`config.mk`:
```
export PLATFORM = sky130hd
export DESIGN_NAME = uart_receiver
export DESIGN_NICKNAME = d
export VERILOG_FILES = /design/src/rtl/uart_receiver_pkg.sv /design/src/rtl/sync_2ff.sv /design/src/rtl/uart_receiver.sv
export SDC_FILE = /design/constraint.sdc
export NUM_CORES = 1
export LEC_CHECK = 0
export BUFFER_PORTS_ARGS = -buffer_cell sky130_fd_sc_hd__buf_2
export CORE_ASPECT_RATIO = 1.25
export CORE_MARGIN = 5
export CORE_UTILIZATION = 38
export CTS_BUF_LIST = sky130_fd_sc_hd__clkbuf_16
export CTS_CLUSTER_DIAMETER = 100
export DETAILED_ROUTE_END_ITERATION = 12
export GPL_TIMING_DRIVEN = 1
export PLACE_DENSITY = 0.59
export SETUP_SLACK_MARGIN = 0.5
export SYNTH_ARGS = -nofsm -noshare
export SYNTH_HDL_FRONTEND = slang
export SYNTH_SLANG_ARGS = --single-unit
```
`constraint.sdc`:
```
create_clock -name clk -period 1.9 [get_ports clk]
set_input_delay 0.475 -clock clk [delete_from_list [all_inputs] [get_ports clk]]
set_output_delay 0.475 -clock clk [all_outputs]
set_load 0.005 [all_outputs]
```
`src/rtl/uart_receiver_pkg.sv`:
```
// Shared UART definitions: receiver state encoding, frame width and default oversampling.
// Kept in a package so the transmitter side can reuse the same constants.
package uart_receiver_pkg;

  localparam int DATA_BITS          = 8;
  localparam int OVERSAMPLE_DEFAULT = 16;

  typedef enum logic [2:0] {
    ST_IDLE  = 3'd0,
    ST_START = 3'd1,
    ST_DATA  = 3'd2,
    ST_STOP  = 3'd3,
    ST_BREAK = 3'd4
  } rx_state_e;

endpackage

```
`src/rtl/sync_2ff.sv`:
```
// Two-flop synchronizer for a single asynchronous level; 2 clk latency, no backpressure.
// Resets to 1 so an idle-high serial line never looks like a start bit out of reset.
module sync_2ff #(
  parameter logic RST_VAL = 1'b1
) (
  input  logic clk,
  input  logic rst,
  input  logic d,
  output logic q
);

  logic meta;

  always_ff @(posedge clk or posedge rst) begin
    if (rst) begin
      meta <= RST_VAL;
      q    <= RST_VAL;
    end else begin
      meta <= d;
      q    <= meta;
    end
  end

endmodule

```
`src/rtl/uart_receiver.sv`:
```
// Oversampling 8N1 UART receiver; byte lands in rx_data 1 clk after the stop-bit sample.
// No backpressure: an unacknowledged byte is overwritten and overrun is flagged.
module uart_receiver
  import uart_receiver_pkg::*;
#(
  parameter int OVERSAMPLE = OVERSAMPLE_DEFAULT
) (
  input  logic       clk,
  input  logic       rst,
  input  logic       baud_tick,
  input  logic       rx,
  input  logic       rx_ack,
  output logic [7:0] rx_data,
  output logic       rx_valid,
  output logic       rx_busy,
  output logic       frame_err,
  output logic       overrun
);

  localparam int CW = $clog2(OVERSAMPLE);
  localparam int BW = $clog2(DATA_BITS);
  localparam logic [CW-1:0] HALF_M1  = CW'(OVERSAMPLE / 2 - 1);
  localparam logic [CW-1:0] FULL_M1  = CW'(OVERSAMPLE - 1);
  localparam logic [BW-1:0] LAST_BIT = BW'(DATA_BITS - 1);

  logic rx_s;

  rx_state_e              state, state_nxt;
  logic [CW-1:0]          cnt, cnt_nxt;
  logic [BW-1:0]          bit_idx, bit_nxt;
  logic [DATA_BITS-1:0]   shift, shift_nxt;
  logic                   commit_nxt, commit_vld;
  logic                   ferr_nxt;

  sync_2ff #(.RST_VAL(1'b1)) u_sync (
    .clk (clk),
    .rst (rst),
    .d   (rx),
    .q   (rx_s)
  );

  always_ff @(posedge clk or posedge rst) begin
    if (rst) begin
      state      <= ST_IDLE;
      cnt        <= '0;
      bit_idx    <= '0;
      shift      <= '0;
      commit_vld <= 1'b0;
      frame_err  <= 1'b0;
    end else begin
      state      <= state_nxt;
      cnt        <= cnt_nxt;
      bit_idx    <= bit_nxt;
      shift      <= shift_nxt;
      commit_vld <= commit_nxt;
      frame_err  <= ferr_nxt;
    end
  end

  always_comb begin
    state_nxt  = state;
    cnt_nxt    = cnt;
    bit_nxt    = bit_idx;
    shift_nxt  = shift;
    commit_nxt = 1'b0;
    ferr_nxt   = 1'b0;
    case (state)
      ST_IDLE: begin
        if (!rx_s) begin
          state_nxt = ST_START;
          cnt_nxt   = '0;
        end
      end
      ST_START: begin
        // Re-check the line mid start bit so short glitches are dropped silently.
        if (baud_tick) begin
          if (cnt == HALF_M1) begin
            cnt_nxt   = '0;
            bit_nxt   = '0;
            state_nxt = rx_s ? ST_IDLE : ST_DATA;
          end else begin
            cnt_nxt = cnt + CW'(1);
          end
        end
      end
      ST_DATA: begin
        if (baud_tick) begin
          if (cnt == FULL_M1) begin
            cnt_nxt   = '0;
            shift_nxt = {rx_s, shift[DATA_BITS-1:1]};
            if (bit_idx == LAST_BIT) begin
              state_nxt = ST_STOP;
            end else begin
              bit_nxt = bit_idx + BW'(1);
            end
          end else begin
            cnt_nxt = cnt + CW'(1);
          end
        end
      end
      ST_STOP: begin
        if (baud_tick) begin
          if (cnt == FULL_M1) begin
            cnt_nxt = '0;
            if (rx_s) begin
              commit_nxt = 1'b1;
              state_nxt  = ST_IDLE;
            end else begin
              ferr_nxt  = 1'b1;
              state_nxt = ST_BREAK;
            end
          end else begin
            cnt_nxt = cnt + CW'(1);
          end
        end
      end
      ST_BREAK: begin
        if (rx_s) state_nxt = ST_IDLE;
      end
      default: state_nxt = ST_IDLE;
    endcase
  end

  // Shift register is stable until the next frame's data bits, so it is read one clk late.
  always_ff @(posedge clk or posedge rst) begin
    if (rst) begin
      rx_data  <= '0;
      rx_valid <= 1'b0;
      overrun  <= 1'b0;
    end else if (commit_vld) begin
      rx_data  <= shift;
      rx_valid <= 1'b1;
      if (rx_valid && !rx_ack) overrun <= 1'b1;
    end else if (rx_ack && rx_valid) begin
      rx_valid <= 1'b0;
      overrun  <= 1'b0;
    end
  end

  assign rx_busy = (state != ST_IDLE);

endmodule

```
Word level (Yosys, flattened, before mapping)
Cells that the tools add are included.
{"block": "classes", "n_eq_ne": 19, "n_mux": 36, "reduce_logical": 14, "addsub": 2}
{"cell": "2-to-1 mux 3 bit", "count": 15}
{"cell": "2-to-1 mux 4 bit", "count": 5}
{"cell": "inequality test 2 bit (second input constant)", "count": 9}
{"cell": "case mux 3 bit (5 select lines)", "count": 1}
{"cell": "2-to-1 mux 1 bit", "count": 12}
{"cell": "case mux 4 bit (3 select lines)", "count": 1}
{"cell": "AND reduction 9 bit", "count": 1}
{"cell": "== test 3 x 2 -> 1 bit (second input constant)", "count": 2}
{"cell": "== test 3 bit (second input constant)", "count": 2}
{"cell": "inequality test 2 x 1 -> 1 bit (second input constant)", "count": 3}
{"cell": "case mux 3 bit (2 select lines)", "count": 1}
{"cell": "AND reduction 6 bit", "count": 1}
{"cell": "nonzero test 3 bit", "count": 2}
{"cell": "adder 4 x 1 -> 4 bit (second input constant)", "count": 1}
{"cell": "== test 4 x 3 -> 1 bit (second input constant)", "count": 1}
{"cell": "== test 4 bit (second input constant)", "count": 1}
{"cell": "AND reduction 4 bit", "count": 1}
{"cell": "nonzero test 2 bit", "count": 2}
{"cell": "adder 3 x 1 -> 3 bit (second input constant)", "count": 1}
{"cell": "== test 3 x 1 -> 1 bit (second input constant)", "count": 1}
{"cell": "logical NOT 3 bit", "count": 1}
{"cell": "AND reduction 3 bit", "count": 1}
{"cell": "logical AND 1 bit", "count": 2}
{"cell": "2-to-1 mux 2 bit", "count": 1}
{"cell": "other kinds (3)", "count": 3}
{"block": "totals", "output_inout_bits": 12, "regBits": 32, "word_cells": 82, "input_bits": 5}

Longest topological paths before layout
Gate-level depths: netlist of the first run.
{"block": "logic_depth", "ltp_word": 5, "depth_mapped": 5, "ltp_nobuf": 5}

Modules after synthesis
Synthesis of the first run repeated with hierarchy kept, for this count alone.
{"block": "unflattened", "cells_unflattened": 126, "area_unflattened_um2": 1496.4}
{"mod": "uart_receiver", "cells_per_inst": 123, "area_each_um2": 1440.1, "seq_area_each_um2": 750.7, "instances": 1}
{"mod": "sync_2ff", "cells_per_inst": 3, "area_each_um2": 56.3, "seq_area_each_um2": 52.6, "instances": 1}

Least setup slack after synthesis of the first run
Ideal clock, no wire load.
{"block": "synth_timing", "path_type": "register to register", "start": "register cnt[0]", "end": "register shift[0]", "slack_ns": 0.324, "required_time_ns": 1.775, "arrival_ns": 1.451, "setup_ns": 0.125, "n_path_buf": 0, "period_less_slack_ns": 1.576, "stages_incl_launch_ff": 5, "path_cell_list": "dfrtp_1 -> ha_1 -> nand4b_1 -> nor3_4 -> mux2_2"}
{"block": "synth_via", "elab_chain_len": 2}
{"item": "start, declared", "line_no": "uart_receiver.sv:29", "source": "logic [CW-1:0] cnt, cnt_nxt;"}
{"item": "start signal, assigned", "line_no": "uart_receiver.sv:52", "source": "cnt <= cnt_nxt;"}
{"item": "== test 4 bit", "line_no": "uart_receiver.sv:88", "source": "if (cnt == FULL_M1) begin"}
{"item": "AND reduction 3 bit (no line)"}
{"item": "end signal, assigned", "line_no": "uart_receiver.sv:54", "source": "shift <= shift_nxt;"}
{"item": "end, declared", "line_no": "uart_receiver.sv:31", "source": "logic [DATA_BITS-1:0] shift, shift_nxt;"}
Every way passes these cells.
A chain may end at the register's enable or synchronous reset.

Worst setup path in the final report of the first run
{"block": "layout_timing", "start": "register state[2]", "end": "output port rx_busy"}
{"block": "layout_via", "elab_chain_len": 1}
{"item": "start, declared", "line_no": "uart_receiver.sv:28", "source": "rx_state_e state, state_nxt;"}
{"item": "start signal, assigned", "line_no": "uart_receiver.sv:51", "source": "state <= state_nxt;"}
{"item": "nonzero test 3 bit", "line_no": "uart_receiver.sv:140", "source": "assign rx_busy = (state != ST_IDLE);"}
{"item": "end, declared", "line_no": "uart_receiver.sv:15", "source": "output logic rx_busy,"}
Every way passes these cells.

==> results of run 1 <==
## cell usage in the layout (no fill, tap or decap), drive strengths merged, types with 2 or more instances in the layout
cell / instances
o21ai: 3
o211ai: 2
buf: 33
dfstp: 2
nand2: 4
nor3: 2
nor2: 5
nand4: 2
a22o: 2
dfrtp: 30
a21oi: 7
ha: 3
o21bai: 2
mux2: 17
or4: 3
nand4b: 3
or3: 2
a41oi: 2
nor4bb: 2
inv: 7
nand3: 2
clkbuf: 5
## worst max path at each step
stage | end | slack, ns
2_1_floorplan | shift[0] | 0.35
3_3_place_gp | shift[0] | 0.21
3_5_place_dp | shift[0] | 0.17
4_1_cts | rx_busy | 0.17
5_1_grt | rx_busy | 0.13
6_report | rx_busy | 0.17
## metal layers
layer | vias to the layer above | global-route usage | routed length, um
met1 | 523 | 0.1425 | 1215
met2 | 22 | 0.1956 | 1433
li1 | 503 | - | -
met3 | 12 | 0.03521 | 128
met5 | - | 0 | 0
met4 | 0 | 0.09751 | 108
## sequential cells by signal, summed over array words and instances, names as in the netlist
signal and cells:
cnt 4, overrun 1, u_sync.meta 1, bit_idx 3, state 3, u_sync.q 1
rx_data 8, commit_vld 1, rx_valid 1, frame_err 1, shift 8
## repair_timing
item                       4_1_cts  5_1_grt
pin swaps                        4        5
setup endpoints to repair       17       19
resized for setup               16        8
buffers inserted                12        2
gates cloned                     0        0
## critical path, delay by kind of cell (launching register included)
kind	cells	cell delay, ns
buffers and inverters	2	0.26
flip-flops	1	0.39
AND/OR/NAND/NOR	1	0.33
## synth_stat cells
| cell type | n | share of area |
|---|---|---|
| a2111o_1 | 1 | 0.0076 |
| a21o_1 | 1 | 0.0051 |
| a21oi_1 | 7 | 0.024 |
| a22o_1 | 2 | 0.012 |
| a41oi_1 | 2 | 0.012 |
| and3_1 | 1 | 0.0043 |
| buf_2 | 1 | 0.0034 |
| buf_4 | 1 | 0.0051 |
| buf_6 | 2 | 0.015 |
| clkbuf_1 | 3 | 0.0076 |
| dfrtp_1 | 30 | 0.51 |
| dfstp_2 | 2 | 0.036 |
| ha_1 | 3 | 0.025 |
| inv_1 | 6 | 0.015 |
| mux2_2 | 17 | 0.13 |
| mux2i_1 | 1 | 0.0068 |
| nand2_1 | 4 | 0.010 |
| nand2b_1 | 1 | 0.0043 |
| nand3_1 | 2 | 0.0068 |
| nand4_1 | 2 | 0.0085 |
| nand4b_1 | 3 | 0.018 |
| nand4bb_1 | 1 | 0.0076 |
| nor2_1 | 5 | 0.013 |
| nor3_1 | 1 | 0.0034 |
| nor3_4 | 1 | 0.011 |
| nor3b_1 | 1 | 0.0051 |
| nor4_1 | 1 | 0.0043 |
| nor4bb_1 | 2 | 0.014 |
| o211ai_1 | 1 | 0.0051 |
| o211ai_2 | 1 | 0.0085 |
| o21ai_0 | 3 | 0.010 |
| o21bai_1 | 2 | 0.010 |
| o22ai_1 | 1 | 0.0043 |
| or2_2 | 1 | 0.0043 |
| or3_1 | 1 | 0.0043 |
| or3_4 | 1 | 0.0076 |
| or4_1 | 3 | 0.015 |
| xor2_1 | 1 | 0.0059 |
## logic make-up (layout without fill, tap and decap cells)
| kind of cell | count (synthesis) | after routing | synth area share |
|---|---|---|---|
| flops | 32 | 32 | 0.5455 |
| simple gates | 31 | 31 | 0.1411 |
| compound gates | 21 | 21 | 0.09856 |
| mux | 18 | 18 | 0.1368 |
| buf+inv | 13 | 47 | 0.04672 |
| fa+ha+maj | 3 | 3 | 0.02549 |
| xor+xnor | 1 | 1 | 0.005948 |
## through the flow
step,setup slack (ns),util
finish,0.1748,0.5283
global route,0.1298,0.5283
CTS,0.1664,0.5097
detailed placement,0.1661,0.4287
global placement,0.2087,0.4287
floorplan,0.3480,-
## area by class of cell
class	instances	area (um2)	share of cell area
Clock buffer	5	125.1	0.06309
Clock inverter	3	15.01	0.007571
Inverter	6	22.52	0.01136
Multi-Input combinational cell	74	721.9	0.3640
Sequential cell	32	808.3	0.4076
Tap cell	40	50.05	0.02524
Timing Repair Buffer	33	240.2	0.1211
## power breakdown
group	internal, uW	switching, uW	total (uW)
Combinational	186	178	364
Clock	475	276	750
Sequential	736	97.3	833
==> impl_metrics.py, run 1 <==
metrics = {
    "synthesis": {
        "avgSynthCellArea_um2": 12.38,
        "ys_warn_count": 0,
        "seq_area_frac_synth": 0.5455,
        "ys_types": 38,
        "syn_inst": 119,
        "synth_area_um2": 1473,
        "ys_seq_elements": 32,
        "synth_nets": 127,
    },
    "layout": {
        "final_cell_area_um2": 1983,
        "finalNetCount": 160,
        "area_delta_synth_final_pct": 34.66,
        "drive_gt1_frac": 0.4902,
        "fillCellCount": 319,
        "finalNonFillerCells": 193,
        "num_antenna_cells": 0,
    },
    "route": {
        "wl_mm": 2.885,
        "vias": 1060,
        "viasPerCell": 5.492,
        "firstDrtPassIters": 4,
        "antenna_left": 0,
        "wire_per_inst_um": 14.95,
        "drt_iter0_markers": 58,
        "drc": 0,
    },
    "floorplanning": {
        "core_um2": 3754,
        "fp.dieW_um": 65.68,
        "die_h_um": 79.60,
        "io_pins": 17,
        "design.die.area_um2": 5228,
        "initial_core_util": 0.3923,
        "row_count": 25,
    },
    "place": {
        "dp_cells": 171,
        "io_buffers": 16,
        "routabilityCongestion": 0.7724,
        "placed_area_um2": 1609,
        "hpwl_mm": 1.773,
    },
    "clocking": {
        "clkLatencyLatePin_ns": 0.27,
        "cts_tree": "done",
        "clk_pin_slew_worst_paths_ns": 0.05,
        "hold_buffers": 0,
        "cts_htree_levels": 2,
        "numCtsBuffers": 5,
        "clock-sinks": 32,
        "cts_root_buf": "clkbuf_16",
        "cts_buffer_depth": 2,
    },
    "worst_setup_path": {
        "critPathMaxFanout": 2,
        "crit_type": "flop to output pin",
        "slowest_stage": "dfrtp_1",
        "critical_path_required_ns": 1.42,
        "crit_start": "state[2]",
        "cp_data_arrival_time_ns": 1.25,
        "start_kind": "flop",
        "timing.rr.end": "bit_idx[0]",
        "reg2reg_slack_ns": 0.35,
        "crit_path_max_incr_delay_ns": 0.39,
        "reg2regPathDepth": 5,
        "worstPathCellList": "buf_6, or3_1, buf_2",
        "crit_path_end_kind": "output pin",
        "timing.rr.start": "state[2]",
    },
    "global_route": {
        "grt.total_usage": 0.1256,
        "grt_pass1_wl_mm": 4.843,
        "antenna_found_initial": 0,
        "grt.overflow.total": 0,
        "grt_start_max_net_pins": 33,
        "first_global_vias": 1055,
    },
    "status": {
        "status": "completed",
    },
    "sta": {
        "worst_pin_slew_ns": 0.3632,
        "setup_tns_ns": 0,
        "maxSlewViolCount": 0,
        "worst_clock_skew_ns": 0.001908,
        "min_period_over_period": 0.9080,
        "whs_ns": 0.2318,
        "max-slew-margin-rel": 0.7579,
        "setup_viol": 0,
        "max_freq_mhz": 579.7,
        "hold_viol": 0,
        "rsz0062_at_grt": "yes",
        "period_needed_ns": 1.725,
    },
    "worst_hold_path": {
        "hp-class": "primary input to async pin",
    },
    "pwr": {
        "ir_worst_vdd_v": 0.0004558,
        "p_per_area_nw_per_um2": 982.1,
        "leakagePower_uw": 0.0009377,
        "p_total_uw": 1948,
    },
    "run": {
        "maxCapViolations": 0,
    },
}
Power figures use the tool's default switching activity.
==> inputs of run 2 (changes only) <==
==> constraint.sdc (replaced) <==
create_clock -name clk -period 1.9 [get_ports clk]
set_input_delay 0.19 -clock clk [delete_from_list [all_inputs] [get_ports clk]]
set_output_delay 0.19 -clock clk [all_outputs]
set_load 0.005 [all_outputs]
==> impl_metrics.py, run 2 (synthesized netlist as in run 1, its figures left out) <==
metrics = {
    "worst_setup_path": {
        "reg2reg_slack_ns": 0.29,
        "critical_path_required_ns": 2.06,
        "crit_type": "flop to flop",
        "reg2regPathDepth": 5,
        "cp_data_arrival_time_ns": 1.77,
        "start_kind": "flop",
        "crit_path_end_kind": "flop",
        "critPathMaxFanout": 5,
        "timing.rr.end": "shift[4]",
        "crit_start": "cnt[0]",
        "timing.rr.start": "cnt[0]",
    },
    "clocking": {
        "cts_tree": "done",
        "numCtsBuffers": 5,
        "cts_root_buf": "clkbuf_16",
        "clkLatencyLatePin_ns": 0.28,
        "clock-sinks": 32,
        "cts_htree_levels": 2,
        "cts_buffer_depth": 2,
        "clk_pin_slew_worst_paths_ns": 0.05,
    },
    "route": {
        "drt_iter0_markers": 45,
        "wl_mm": 3.179,
        "vias": 1103,
        "drc": 0,
        "firstDrtPassIters": 4,
        "wire_per_inst_um": 15.82,
        "viasPerCell": 5.488,
        "antenna_left": 0,
    },
    "global_route": {
        "gr-max-usage-layer": "met2",
        "antenna_found_initial": 0,
        "met1_usage": 0.1599,
        "grt.overflow.total": 0,
        "met3_usage": 0.05211,
        "first_global_vias": 1173,
        "grt_start_max_net_pins": 33,
        "grt_pass1_wl_mm": 5.561,
        "use_met2": 0.2357,
        "grt.total_usage": 0.1410,
    },
    "sta": {
        "worst_clock_skew_ns": 0.003353,
        "max-slew-margin-rel": 0.7308,
        "setup_tns_ns": 0,
        "min_period_over_period": 0.8453,
        "max_freq_mhz": 622.6,
        "hold_viol": 0,
        "setup_viol": 0,
        "period_needed_ns": 1.606,
        "rsz0062_at_grt": "yes",
        "maxSlewViolCount": 0,
        "whs_ns": 0.01243,
        "worst_pin_slew_ns": 0.4037,
    },
    "worst_hold_path": {
        "hold_path_end": "u_sync.meta",
        "hold-path-cell-count": 1,
        "hp-class": "primary input to flop",
        "min_from": "rx",
    },
    "floorplanning": {
        "io_pins": 17,
        "core_um2": 3754,
        "die_h_um": 79.60,
        "design.die.area_um2": 5228,
        "row_count": 25,
        "initial_core_util": 0.3923,
        "fp.dieW_um": 65.68,
    },
    "pwr": {
        "p_sw_frac": 0.2830,
        "clkPwrFrac": 0.380,
        "p_per_area_nw_per_um2": 990.8,
        "p_int_uw": 1423,
        "combPwrFrac": 0.207,
        "ir_worst_vdd_v": 0.0005339,
        "p_total_uw": 1985,
        "pwr-share-seq": 0.413,
        "p_sw_uw": 561.6,
        "leakagePower_uw": 0.0009801,
    },
    "place": {
        "hpwl_mm": 1.757,
        "routabilityCongestion": 0.7887,
        "io_buffers": 16,
        "placed_area_um2": 1597,
    },
    "status": {
        "status": "completed",
    },
    "layout": {
        "finalNetCount": 168,
        "area_delta_synth_final_pct": 36.02,
        "layout_common_cells": "27 x dfrtp_1, 20 x buf_4, 16 x buf_2, 9 x mux2_4, 8 x mux2_2",
        "top_regs": "rx_data: 8 flops, shift: 8 flops, cnt: 4 flops",
        "mostFrequentLayoutCell": "dfrtp_1",
        "drive_gt1_frac": 0.5093,
        "final_cell_area_um2": 2003,
        "num_antenna_cells": 0,
    },
    "run": {
        "maxCapViolations": 0,
    },
}
-- run 2: how the worst max path moves through the flow --
stage	end	cells past startpoint
after floorplan	shift[0]	4
after global placement	shift[4]	4
after detailed placement	shift[6]	4
after CTS	shift[3]	5
after global routing	shift[3]	5
final	shift[4]	5
-- run 2: timing repair --
| action | 4_1_cts | 5_1_grt |
|---|---|---|
| resized for setup | 14 | 10 |
| setup endpoints to repair | 19 | 21 |
| setup buffers | 12 | 9 |
| hold endpoints to repair | 21 | 0 |
| pin swaps | 2 | 6 |
| hold buffers | 1 | 0 |
-- run 2: power by group through the flow --
stage / combinational (uW) / clock [uW] / sequential [uW]
3_5_place_dp: 243 / 0 / 829
6_report: 411 / 753 / 821
3_3_place_gp: 234 / 0 / 825
5_1_grt: 459 / 808 / 829
4_1_cts: 348 / 766 / 810
2_1_floorplan: 250 / 0 / 774
-- run 2: metrics by stage --
| step | cells | worst slack (ns) | utilization |
|---|---|---|---|
| CTS | 192 | 0.3345 | 0.5037 |
| floorplan | 119 | 0.3480 | - |
| global placement | 171 | 0.2360 | 0.4253 |
| global route | 201 | 0.2284 | 0.5337 |
| detailed placement | 171 | 0.2061 | 0.4253 |
| finish | 201 | 0.2939 | 0.5337 |
-- run 2: cell type report --
| type | instances | area (um2) |
|---|---|---|
| timing repair buffer | 41 | 285.3 |
| inverter | 6 | 22.52 |
| multi-input combinational | 74 | 698.2 |
| fill | 320 | 1750 |
| tap | 40 | 50.05 |
| clock inverter | 3 | 15.01 |
| clock buffer | 5 | 125.1 |
| sequential | 32 | 807.0 |
-- run 2: routing by layer --
layer  share of wire  vias up
met5               0        -
met4           0.022        0
met3           0.046        8
met2            0.50       23
met1            0.44      554
li1                -      518
-- run 2: worst max-delay path: stages, from the launching register on --
cell and delay [ns]:
dfrtp_1 0.39, ha_4 0.16, nand4b_1 0.21, nor3_4 0.28, buf_6 0.16, mux2_4 0.30
